### src/rtl/gsc_ctrl.sv
// gsc_ctrl: green-screen keyer control with debounced buttons, a frame-synchronous enable FSM and threshold.
// Build option: define GSC_STATS_EN to add the per-frame key-pixel counter (key_count/count_valid).
module gsc_ctrl #(
  parameter logic [19:0] DEB_CYCLES = 20'd500000,
  parameter logic [24:0] THR_INIT   = 25'h00143DA,
  parameter logic [24:0] THR_STEP   = 25'h0001000
) (
  input  logic               clk,
  input  logic               rst,
  input  logic               btn_toggle_n,
  input  logic               btn_up_n,
  input  logic               btn_dn_n,
  input  logic               frame_start,
  input  logic               pix_valid,
  input  logic               key_hit,
  output logic               gsc_en,
  output logic signed [24:0] thresh,
  output logic [1:0]         state,
  output logic [19:0]        key_count,
  output logic               count_valid
);

  localparam logic [24:0] THR_MAX = 25'h0FFFFFF;

  typedef enum logic [1:0] {
    S_OFF     = 2'd0,
    S_ARM_ON  = 2'd1,
    S_ON      = 2'd2,
    S_ARM_OFF = 2'd3
  } state_t;

  logic [2:0]       btn_raw;
  logic [2:0]       sync1_q, sync1_d;
  logic [2:0]       sync2_q, sync2_d;
  logic [2:0]       level_q, level_d;
  logic [2:0]       press_q, press_d;
  logic [2:0][19:0] deb_cnt_q, deb_cnt_d;
  logic [24:0]      shadow_q, shadow_d;
  logic [24:0]      thresh_q, thresh_d;
  logic             toggle_p, up_p, dn_p;
  state_t           state_q;
  logic             gsc_en_q;

  assign btn_raw  = {btn_dn_n, btn_up_n, btn_toggle_n};
  assign toggle_p = press_q[0];
  assign up_p     = press_q[1];
  assign dn_p     = press_q[2];

  // Debounced level resets to "pressed" so a button held through reset must be released before it can fire.
  always_comb begin
    sync1_d   = btn_raw;
    sync2_d   = sync1_q;
    level_d   = level_q;
    press_d   = '0;
    deb_cnt_d = '0;
    for (int i = 0; i < 3; i++) begin
      if (sync2_q[i] != level_q[i]) begin
        if (deb_cnt_q[i] == DEB_CYCLES - 20'd1) begin
          level_d[i] = sync2_q[i];
          press_d[i] = ~sync2_q[i];
        end else begin
          deb_cnt_d[i] = deb_cnt_q[i] + 20'd1;
        end
      end
    end
  end

  always_comb begin
    shadow_d = shadow_q;
    if (up_p && !dn_p) begin
      shadow_d = (shadow_q > THR_MAX - THR_STEP) ? THR_MAX : shadow_q + THR_STEP;
    end else if (dn_p && !up_p) begin
      shadow_d = (shadow_q < THR_STEP) ? 25'd0 : shadow_q - THR_STEP;
    end
    thresh_d = frame_start ? shadow_q : thresh_q;
  end

  always_ff @(posedge clk) begin
    if (rst) begin
      sync1_q   <= '1;
      sync2_q   <= '1;
      level_q   <= '0;
      press_q   <= '0;
      deb_cnt_q <= '0;
      shadow_q  <= THR_INIT;
      thresh_q  <= THR_INIT;
    end else begin
      sync1_q   <= sync1_d;
      sync2_q   <= sync2_d;
      level_q   <= level_d;
      press_q   <= press_d;
      deb_cnt_q <= deb_cnt_d;
      shadow_q  <= shadow_d;
      thresh_q  <= thresh_d;
    end
  end

  // A toggle landing on frame_start is a fresh request, so the armed state flips rather than settling.
  always_ff @(posedge clk) begin
    if (rst) begin
      state_q  <= S_OFF;
      gsc_en_q <= 1'b0;
    end else begin
      case (state_q)
        S_OFF: begin
          if (toggle_p) state_q <= S_ARM_ON;
        end
        S_ARM_ON: begin
          if (frame_start && toggle_p) begin
            state_q  <= S_ARM_OFF;
            gsc_en_q <= 1'b1;
          end else if (frame_start) begin
            state_q  <= S_ON;
            gsc_en_q <= 1'b1;
          end else if (toggle_p) begin
            state_q <= S_OFF;
          end
        end
        S_ON: begin
          if (toggle_p) state_q <= S_ARM_OFF;
        end
        default: begin
          if (frame_start && toggle_p) begin
            state_q  <= S_ARM_ON;
            gsc_en_q <= 1'b0;
          end else if (frame_start) begin
            state_q  <= S_OFF;
            gsc_en_q <= 1'b0;
          end else if (toggle_p) begin
            state_q <= S_ON;
          end
        end
      endcase
    end
  end

  assign gsc_en = gsc_en_q;
  assign thresh = $signed(thresh_q);
  assign state  = state_q;

`ifdef GSC_STATS_EN
  logic [19:0] hit_cnt_q, hit_cnt_d;
  logic [19:0] key_count_q, key_count_d;
  logic        count_valid_q, count_valid_d;
  logic        hit;

  // A hit on the frame_start cycle belongs to the frame that is just beginning.
  always_comb begin
    hit           = pix_valid & key_hit;
    hit_cnt_d     = hit_cnt_q;
    key_count_d   = key_count_q;
    count_valid_d = 1'b0;
    if (frame_start) begin
      key_count_d   = hit_cnt_q;
      count_valid_d = 1'b1;
      hit_cnt_d     = {19'd0, hit};
    end else if (hit && hit_cnt_q != 20'hFFFFF) begin
      hit_cnt_d = hit_cnt_q + 20'd1;
    end
  end

  always_ff @(posedge clk) begin
    if (rst) begin
      hit_cnt_q     <= '0;
      key_count_q   <= '0;
      count_valid_q <= 1'b0;
    end else begin
      hit_cnt_q     <= hit_cnt_d;
      key_count_q   <= key_count_d;
      count_valid_q <= count_valid_d;
    end
  end

  assign key_count   = key_count_q;
  assign count_valid = count_valid_q;
`else
  logic unused_stats_inputs;
  assign unused_stats_inputs = pix_valid ^ key_hit;
  assign key_count   = '0;
  assign count_valid = 1'b0;
`endif

endmodule
### config.mk
export PLATFORM = sky130hd
export DESIGN_NAME = gsc_ctrl
export DESIGN_NICKNAME = d
export VERILOG_FILES = /design/src/rtl/gsc_ctrl.sv
export SDC_FILE = /design/constraint.sdc
export NUM_CORES = 1
export LEC_CHECK = 0
export CORE_MARGIN = 10
export CORE_UTILIZATION = 25
export CTS_BUF_LIST = sky130_fd_sc_hd__clkbuf_4
export CTS_CLUSTER_SIZE = 8
export DETAILED_ROUTE_END_ITERATION = 10
export MAX_ROUTING_LAYER = met4
export PLACE_DENSITY = 0.46
export SLEW_MARGIN = 20
export SYNTH_ARGS = -nofsm -noshare
export SYNTH_HDL_FRONTEND = slang
export SYNTH_SLANG_ARGS = --single-unit
### constraint.sdc
create_clock -name clk -period 2.82 [get_ports clk]
set_clock_uncertainty 0.15 [all_clocks]
set_input_delay 0.564 -clock clk [delete_from_list [all_inputs] [get_ports clk]]
set_output_delay 0.564 -clock clk [all_outputs]
set_load 0.05 [all_outputs]
==> run_results.csv, run 1 <==
group,metric,value,unit
route,wl_per_cell,12.4,um
sta,max_freq,393,MHz
pwr,ir_worst_vdd,166,uV
critical_path,cp.arrival,1.83,ns
route,vias,3847,
clocking,clkLatencyLatePin,0.48,ns
synthesis,synth-seq-cells,105,
route,vias_per_cell,4.42,
clocking,cts_hold_buffers,0,
clocking,numCtsBuffers,9,
sta,slew_violations,0,
pwr,pwr-share-comb,6.8,%
clocking,cts-root-buf,"clkbuf_4",
critical_path,max_stage_delay,0.86,ns
floorplan,start_util,25.3,%
route,ant_nets,0,
critical_path,path_depth,1,
hold_path,hold_depth,2,
route,drt_first_pass_iters,4,
route,post-route-drc-count,0,
synthesis,synth_enable_flop_cells,0,
placement,dp_hpwl,7650,um
finish,final_cell_mix,"dfxtp_1, nor2_1, xor2_1",
global_route,grt_pass1_wl,18300,um
global_route,grt_pass1_vias,3693,
pwr,clock_power_share,34.7,%
sta,hold_slack,0.186,ns
synthesis,synth_top_area_share,41.2,%
route,drt-initial-drc-count,236,
global_route,antenna_found_initial,1,
synthesis,synth.avg_cell_area,8.76,um2
finish,nets,610,
pwr,power,2.59,mW
pwr,p_int,1.91,mW
clocking,cts_setup_buffers,0,
synthesis,ys.flop_type,"dfxtp_1",
route,wl,10800,um
critical_path,crit_path_end_kind,"primary output",
job,max_cap_viol_count,0,
critical_path,worstSetupPathType,"reg2out",
pwr,p_sw_share,26.1,%
global_route,grt_start_max_net_pins,25,
pwr,p_per_area,453,nW/um2
synthesis,seq_area_frac_synth,41.2,%
finish,syn_to_final_growth,11.8,%
finish,mostFrequentLayoutCell,"dfxtp_1",
pwr,p_sw,0.676,mW
floorplan,fp.coreArea,20200,um2
critical_path,critPathRequiredTime,2.11,ns
floorplan,fp.dieW,163,um
clocking,ctsResizeCount,0,
sta,grt_setup_unrepaired,"false",
sta,min_period,2.55,ns
floorplan,die_h,163,um
sta,period_share,90.3,%
status,status,"finished, final reports clean",
placement,place_ws,0.523,ns
hold_path,hold_class,"in2reg",
synthesis,synth_xor_area_share,10.6,%
pwr,leakagePower,1.97,nW
floorplan,ios,57,
sta,hold_viol,0,
pwr,seqPwrFrac,58.5,%
finish,layout-drive-gt1-share,6.83,%
synthesis,postSynthCellCount,583,
placement,port_buffers,33,
synthesis,synth_area_leaders,"dfxtp_1, nor2_1, xor2_1",
placement,place_congestion,0.826,
clocking,cts_sinks,105,
synthesis,synth_compound_area_share,7.52,%
floorplan,row_count,52,
critical_path,cpMaxStageDelayCell,"clkdlybuf4s50_1",
synthesis,syn-cell-area,5100,um2
finish,stdcell_area,5710,um2
critical_path,crit_fanout,8,
synthesis,synth_top_family_by_area,"simple AND/OR/NAND/NOR gates",
synthesis,synthAdderAreaFrac,1.72,%
floorplan,die_area,26500,um2
clocking,tritoncts,"yes",
synthesis,async_reset_ff_share,0,%
placement,postPlaceCellArea,5540,um2
clocking,h-tree-depth,3,
synthesis,synth-simple-area-share,27.1,%
sta,worst_pin_slew,0.813,ns
sta,slew_headroom,45.3,%
synthesis,ys_warn_count,0,
critical_path,path_delay_family,"buffers and inverters",
sta,setup_tns,0,ns
clocking,clk_pin_slew,0.17,ns
synthesis,muxShareOfSynthArea,3.14,%
critical_path,start_kind,"flip-flop",
global_route,track_usage,8.46,%
sta,layout_setup_ws,0.274,ns
critical_path,reg2reg_depth,7,
clocking,clockBufferDepth,2,
synthesis,synth.largest_area_cell,"dfxtp_1",
synthesis,yosysUniqueCellTypes,62,
sta,finalSetupViolCount,0,
critical_path,critPathBufInv,1,
global_route,overflow,0,
critical_path,path_cells,"clkdlybuf4s50_1",
sequential cells by signal (all words and copies together), names as in the netlist:
register,count
thresh,15
gsc_en,1
sync1_q,3
sync2_q,3
deb_cnt_q,60
shadow_q,15
press_q,3
level_q,3
state,2
Yosys cell counts, drive strengths merged (5+ instances only):
cell type / n
a21oi: 11
a221oi: 8
and3: 14
and4: 8
buf: 43
clkbuf: 20
dfxtp: 105
ha: 7
inv: 15
mux2i: 16
nand2: 27
nand3: 33
nand3b: 5
nand4: 23
nor2: 96
nor2b: 7
nor3: 9
nor3b: 5
nor4: 10
o21ai: 5
or2: 6
or3: 5
xnor2: 25
xor2: 37
layer usage:
layer | vias up | wire [um] | share of wire, % | global-route usage, %
met3 | 7 | 462 | 4.3 | 2.48
met4 | 0 | 123 | 1.1 | 2.70
li1 | 1987 | - | - | -
met5 | - | 0 | 0 | -
met2 | 51 | 5040 | 47 | 13.3
met1 | 1802 | 5150 | 48 | 10.2
worst paths after layout:
path           startpoint      endpoint  slack, ns
max             thresh[9]     thresh[3]       0.27
min reg2reg    sync1_q[1]    sync2_q[1]       0.27
min                   rst    level_q[2]       0.19
max reg2reg  shadow_q[12]  shadow_q[10]       0.50
per-stage QoR:
stage               utilization [%]  std cells
floorplan                         -        603
global placement               27.5        854
detailed placement             27.5        854
CTS                            28.3        870
global route                   28.3        871
finish                         28.3        871
power by group through the flow:
stage                     clock network, mW  registers (mW)  logic (mW)
after floorplan                           0            1.55       0.164
after global placement                    0            1.55       0.176
after detailed placement                  0            1.55       0.176
after CTS                             0.949            1.52       0.177
after global routing                   1.01            1.52       0.188
final                                 0.898            1.52       0.175
cells by family (layout without fill, tap and decap cells):
family	Yosys count	in the layout
adders and majority gates	7	7
other	1	22
DFF	105	105
buffers and inverters	78	75
AOI/OAI and AO/OA	52	52
muxes	16	16
xor gates and xnor gates	62	62
and+or+nand+nor	262	262
cell type report:
type	instances	area, um2
Inverter	15	56.3
Multi-Input combinational cell	420	2640
Timing Repair Buffer	44	408
Antenna cell	1	2.50
Clock buffer	9	67.6
Tap cell	270	338
Sequential cell	105	2100
Clock inverter	7	100
Fill cell	2153	14500
(Power assumes the default switching activity.)
==> run 2, diff against run 1 <==
--- a/config.mk
+++ b/config.mk
@@ -5,9 +5,10 @@
 export SDC_FILE = /design/constraint.sdc
 export NUM_CORES = 1
 export LEC_CHECK = 0
+export ABC_CLOCK_PERIOD_IN_PS = 2820
 export CORE_MARGIN = 10
 export CORE_UTILIZATION = 25
-export CTS_BUF_LIST = sky130_fd_sc_hd__clkbuf_4
+export CTS_BUF_LIST = sky130_fd_sc_hd__clkbuf_16
 export CTS_CLUSTER_SIZE = 8
 export DETAILED_ROUTE_END_ITERATION = 10
 export MAX_ROUTING_LAYER = met4
==> run 2 against run 1 <==
Effect of this change:
- utilization grew 0.77 points
- fmax increased by 6.8%
- critical path depth did not move
- cell count down 0.11%
- non-clock buffer count stayed put
- combinational power about the same
- cell area is 2.7% higher
- register-to-register slack better by 0.02 ns
- worst hold slack improved by 0.076 ns
- routed wire length rose by 0.80%
- highest routed layer unchanged
==> run_results.csv, run 2 (synthesis results as in run 1) <==
group,metric,value,unit
finish,nets,610,
sta,hold_slack,0.261,ns
hold_path,hp-start,"sync1_q[1]",
floorplan,ios,57,
status,status,"finished, final reports clean",
finish,final_cells,870,
placement,place_congestion,0.826,
critical_path,crit_path_end_kind,"primary output",
finish,top_register,"deb_cnt_q",
hold_path,hold_class,"reg2reg",
clocking,cts_hold_buffers,0,
critical_path,path_cells,"clkdlybuf4s50_1",
job,max_cap_viol_count,0,
sta,min_period,2.38,ns
global_route,grt_start_max_net_pins,25,
route,drt-initial-drc-count,240,
pwr,leakagePower,2.04,nW
finish,fin_util,29.1,%
clocking,h-tree-depth,3,
global_route,track_usage,8.55,%
critical_path,critPathRequiredTime,2.11,ns
finish,syn_to_final_growth,14.9,%
clocking,clockBufferDepth,2,
finish,layout-drive-gt1-share,6.83,%
global_route,overflow,0,
global_route,grt_pass1_vias,3707,
finish,antenna_cells,0,
route,vias,3869,
clocking,clk_pin_slew,0.08,ns
floorplan,fp.coreArea,20200,um2
placement,dp_cells,854,
clocking,numCtsBuffers,9,
route,post-route-drc-count,0,
finish,stdcell_area,5860,um2
global_route,grt_pass1_wl,18400,um
critical_path,cpMaxStageDelayCell,"clkdlybuf4s50_1",
route,wl_per_cell,12.5,um
floorplan,fp.dieW,163,um
floorplan,die_area,26500,um2
sta,hold_viol,0,
placement,postPlaceCellArea,5540,um2
critical_path,path_delay_family,"buffers and inverters",
global_route,antenna_found_initial,0,
route,wl,10900,um
route,drt_first_pass_iters,4,
sta,layout_setup_ws,0.435,ns
route,ant_nets,0,
sta,finalSetupViolCount,0,
clocking,cts-root-buf,"clkbuf_16",
placement,place_ws,0.523,ns
critical_path,r2r_start,"shadow_q[12]",
floorplan,row_count,52,
sta,max_freq,419,MHz
sta,grt_setup_unrepaired,"false",
floorplan,die_h,163,um
sta,setup_tns,0,ns
placement,dp_hpwl,7650,um
sta,slew_violations,0,
critical_path,cp.arrival,1.67,ns
placement,port_buffers,33,
critical_path,worstSetupPathType,"reg2out",
critical_path,crit_fanout,8,
pwr,power,3.06,mW
sta,worst_pin_slew,0.808,ns
clocking,ctsResizeCount,0,
sta,period_share,84.6,%
critical_path,start_kind,"flip-flop",
route,vias_per_cell,4.45,
floorplan,start_util,25.3,%
clocking,cts_setup_buffers,0,
clocking,tritoncts,"yes",
critical_path,max_stage_delay,0.86,ns
clocking,clkLatencyLatePin,0.36,ns
critical_path,cp-startpoint,"thresh[9]",
sta,slew_headroom,45.6,%
clocking,cts_sinks,105,
finish,final_cell_mix,"dfxtp_1, nor2_1, xor2_1",
finish,largest_register_ffs,60,
critical_path,critPathBufInv,1,
finish,mostFrequentLayoutCell,"dfxtp_1",
finish,fillers,2135,
pwr,ir_worst_vdd,283,uV
pwr,p_per_area,522,nW/um2
[run 2: final cells by class]
type                       instances  area, um2  area share, %
tap                              270        338           5.76
clock buffer                       9        225           3.84
clock inverter                     7        100           1.71
timing repair buffer              44        408           6.96
inverter                          15       56.3          0.960
sequential                       105       2100           35.8
multi-input combinational        420       2640           44.9
[run 2: worst paths after layout]
| path | end | slack, ns | cells past startpoint |
|---|---|---|---|
| setup / recovery | thresh[3] | 0.44 | 1 |
| hold / removal | sync2_q[1] | 0.26 | 1 |
| setup reg to reg | shadow_q[10] | 0.52 | 7 |
| hold reg to reg | sync2_q[1] | 0.26 | 1 |
[run 2: power by group]
part	switching (mW)	total (mW)	internal, mW
Clock	0.588	1.38	0.788
Combinational	0.135	0.175	0.0409
Sequential	0.0137	1.51	1.50
Total	0.736	3.06	2.33
[run 2: routing by layer]
| layer | vias to the layer above | part of all wire (%) | routed length (um) | track usage [%] |
|---|---|---|---|---|
| met4 | 0 | 1.1 | 121 | 2.83 |
| met5 | - | 0 | 0 | - |
| met1 | 1814 | 47 | 5150 | 10.3 |
| met2 | 63 | 47 | 5080 | 13.3 |
| li1 | 1984 | - | - | - |
| met3 | 8 | 4.6 | 503 | 2.63 |
==> run 3, diff against run 2 <==
--- a/config.mk
+++ b/config.mk
@@ -5,14 +5,14 @@
 export SDC_FILE = /design/constraint.sdc
 export NUM_CORES = 1
 export LEC_CHECK = 0
-export ABC_CLOCK_PERIOD_IN_PS = 2820
+export ABC_CLOCK_PERIOD_IN_PS = 2100
 export CORE_MARGIN = 10
 export CORE_UTILIZATION = 25
 export CTS_BUF_LIST = sky130_fd_sc_hd__clkbuf_16
 export CTS_CLUSTER_SIZE = 8
 export DETAILED_ROUTE_END_ITERATION = 10
 export MAX_ROUTING_LAYER = met4
-export PLACE_DENSITY = 0.46
+export PLACE_DENSITY = 0.47
 export SLEW_MARGIN = 20
 export SYNTH_ARGS = -nofsm -noshare
 export SYNTH_HDL_FRONTEND = slang
==> constraint.sdc (replaced) <==
create_clock -name clk -period 2.1 [get_ports clk]
set_clock_uncertainty 0.15 [all_clocks]
set_input_delay 0.42 -clock clk [delete_from_list [all_inputs] [get_ports clk]]
set_output_delay 0.42 -clock clk [all_outputs]
set_load 0.05 [all_outputs]
==> run 3 against run 2 <==
Effect of this change:
- first-iteration DRC count fell by 1.7%
- sequential power rose by 34%
- sequential cell count did not move
- power rose by 27%
- highest routed layer unchanged
==> run_results.csv, run 3 (synthesis results as in run 1) <==
group,metric,value,unit
finish,nets,648,
global_route,grt_pass1_wl,19100,um
critical_path,cp.arrival,2.14,ns
sta,hold_viol,0,
global_route,grt_start_max_net_pins,23,
placement,place_congestion,0.835,
finish,multi_input_area,2700,um2
global_route,antenna_found_initial,0,
placement,port_buffers,33,
finish,largest_register_ffs,60,
sta,finalSetupViolCount,0,
finish,top_register,"deb_cnt_q",
clocking,cts_sinks,105,
hold_path,min_to,"sync2_q[0]",
floorplan,die_h,163,um
floorplan,fp.coreArea,20200,um2
route,wl_per_cell,12.6,um
critical_path,rr_endpoint,"shadow_q[14]",
floorplan,ios,57,
critical_path,worstSetupPathType,"reg2reg",
finish,syn_to_final_growth,20.5,%
pwr,p_sw_share,23.7,%
sta,slew_violations,0,
pwr,p_per_area,635,nW/um2
sta,hold_slack,0.261,ns
sta,grt_setup_unrepaired,"true",
critical_path,start_kind,"flip-flop",
sta,setup_tns,0,ns
finish,antenna_cells,0,
clocking,clkLatencyLatePin,0.35,ns
clocking,clockBufferDepth,2,
pwr,ir_worst_vdd,408,uV
hold_path,hp-start,"sync1_q[0]",
placement,dp_hpwl,8290,um
pwr,pwr-share-comb,6.4,%
critical_path,reg2reg_depth,9,
hold_path,hold_depth,1,
pwr,p_int,2.98,mW
pwr,leakagePower,2.30,nW
floorplan,die_area,26500,um2
sta,slew_headroom,62.0,%
critical_path,crit_fanout,3,
pwr,p_sw,0.925,mW
clocking,h-tree-depth,3,
finish,fillers,2147,
sta,worst_pin_slew,0.567,ns
job,max_cap_viol_count,0,
critical_path,r2r_start,"shadow_q[12]",
critical_path,crit_path_end_kind,"flip-flop",
clocking,numCtsBuffers,9,
route,vias,4034,
global_route,overflow,0,
sta,max_freq,485,MHz
global_route,track_usage,8.88,%
pwr,seqPwrFrac,52.0,%
route,drt-initial-drc-count,236,
route,wl,11400,um
finish,layout-drive-gt1-share,18.2,%
critical_path,r2r_slack,0.04,ns
clocking,cts-root-buf,"clkbuf_16",
pwr,clock_power_share,41.6,%
floorplan,fp.dieW,163,um
hold_path,hold_class,"reg2reg",
clocking,clk_pin_slew,0.07,ns
route,post-route-drc-count,0,
route,vias_per_cell,4.45,
finish,final_cell_mix,"dfxtp_1, nor2_1, buf_4",
clocking,cts_hold_buffers,0,
route,ant_nets,0,
finish,fin_util,30.5,%
critical_path,critPathRequiredTime,2.18,ns
floorplan,row_count,52,
global_route,grt_pass1_vias,3995,
status,status,"finished, final reports clean",
sta,min_period,2.06,ns
finish,mostFrequentLayoutCell,"dfxtp_1",
clocking,tritoncts,"yes",
floorplan,start_util,25.3,%
finish,regArea,2100,um2
sta,period_share,98.2,%
route,drt_first_pass_iters,4,
[run 3: layer usage]
layer  routed length [um]  up-vias  part of all wire, %  GRT usage, %
met5                    0        -                    0             -
met4                  134        0                  1.2          2.66
met3                  400        9                  3.5          2.78
met2                 5640       48                   50          14.9
met1                 5210     1911                   46          9.94
li1                     -     2066                    -             -
[run 3: worst max path at each step]
stage	start	to
after CTS	thresh[17]	thresh[17]
final	shadow_q[12]	shadow_q[14]
after detailed placement	deb_cnt_q[12]	deb_cnt_q[13]
after global placement	shadow_q[12]	shadow_q[23]
after floorplan	deb_cnt_q[0]	deb_cnt_q[18]
after global routing	shadow_q[12]	shadow_q[14]
[run 3: repair_timing]
item / CTS / global route
resized for setup: 1 / 16
setup buffers: 0 / 1
setup endpoints to repair: 19 / 14
pin swaps: 0 / 1
[run 3: area by class of cell]
class                   instances  area share, %
clock buffers                   9           3.66
clock inverters                 6          0.875
inverters                      15          0.915
multi-input cells             420           43.9
flip-flops and latches        105           34.2
well taps                     270           5.49
repair buffers                 82           11.0
[run 3: power groups by stage]
stage                     clock network, mW  logic, mW  registers [mW]
after floorplan                           0      0.221            2.08
after global placement                    0      0.247            2.08
after detailed placement                  0      0.249            2.08
after CTS                              1.71      0.250            2.03
after global routing                   1.78      0.266            2.03
final                                  1.63      0.249            2.03
[run 3: through the flow]
step           cell area (um2)  setup slack, ns  power (mW)  cells
2_1_floorplan             5180           0.0660        2.30    603
3_3_place_gp              5790          0.00800        2.32    891
3_5_place_dp              5790         -0.00114        2.33    891
4_1_cts                   6070        0.0000391        3.99    906
5_1_grt                   6150          -0.0372        4.08    907
6_report                  6150           0.0376        3.91    907
[run 3: critical path, cell delays in order (launching register included)]
cell and delay (ns):
dfxtp_2 0.32, inv_1 0.07, ha_1 0.14, and3_1 0.17
nor4_2 0.06, buf_4 0.15, a41oi_1 0.19, nor3b_1 0.07
buf_4 0.15, or4_1 0.48
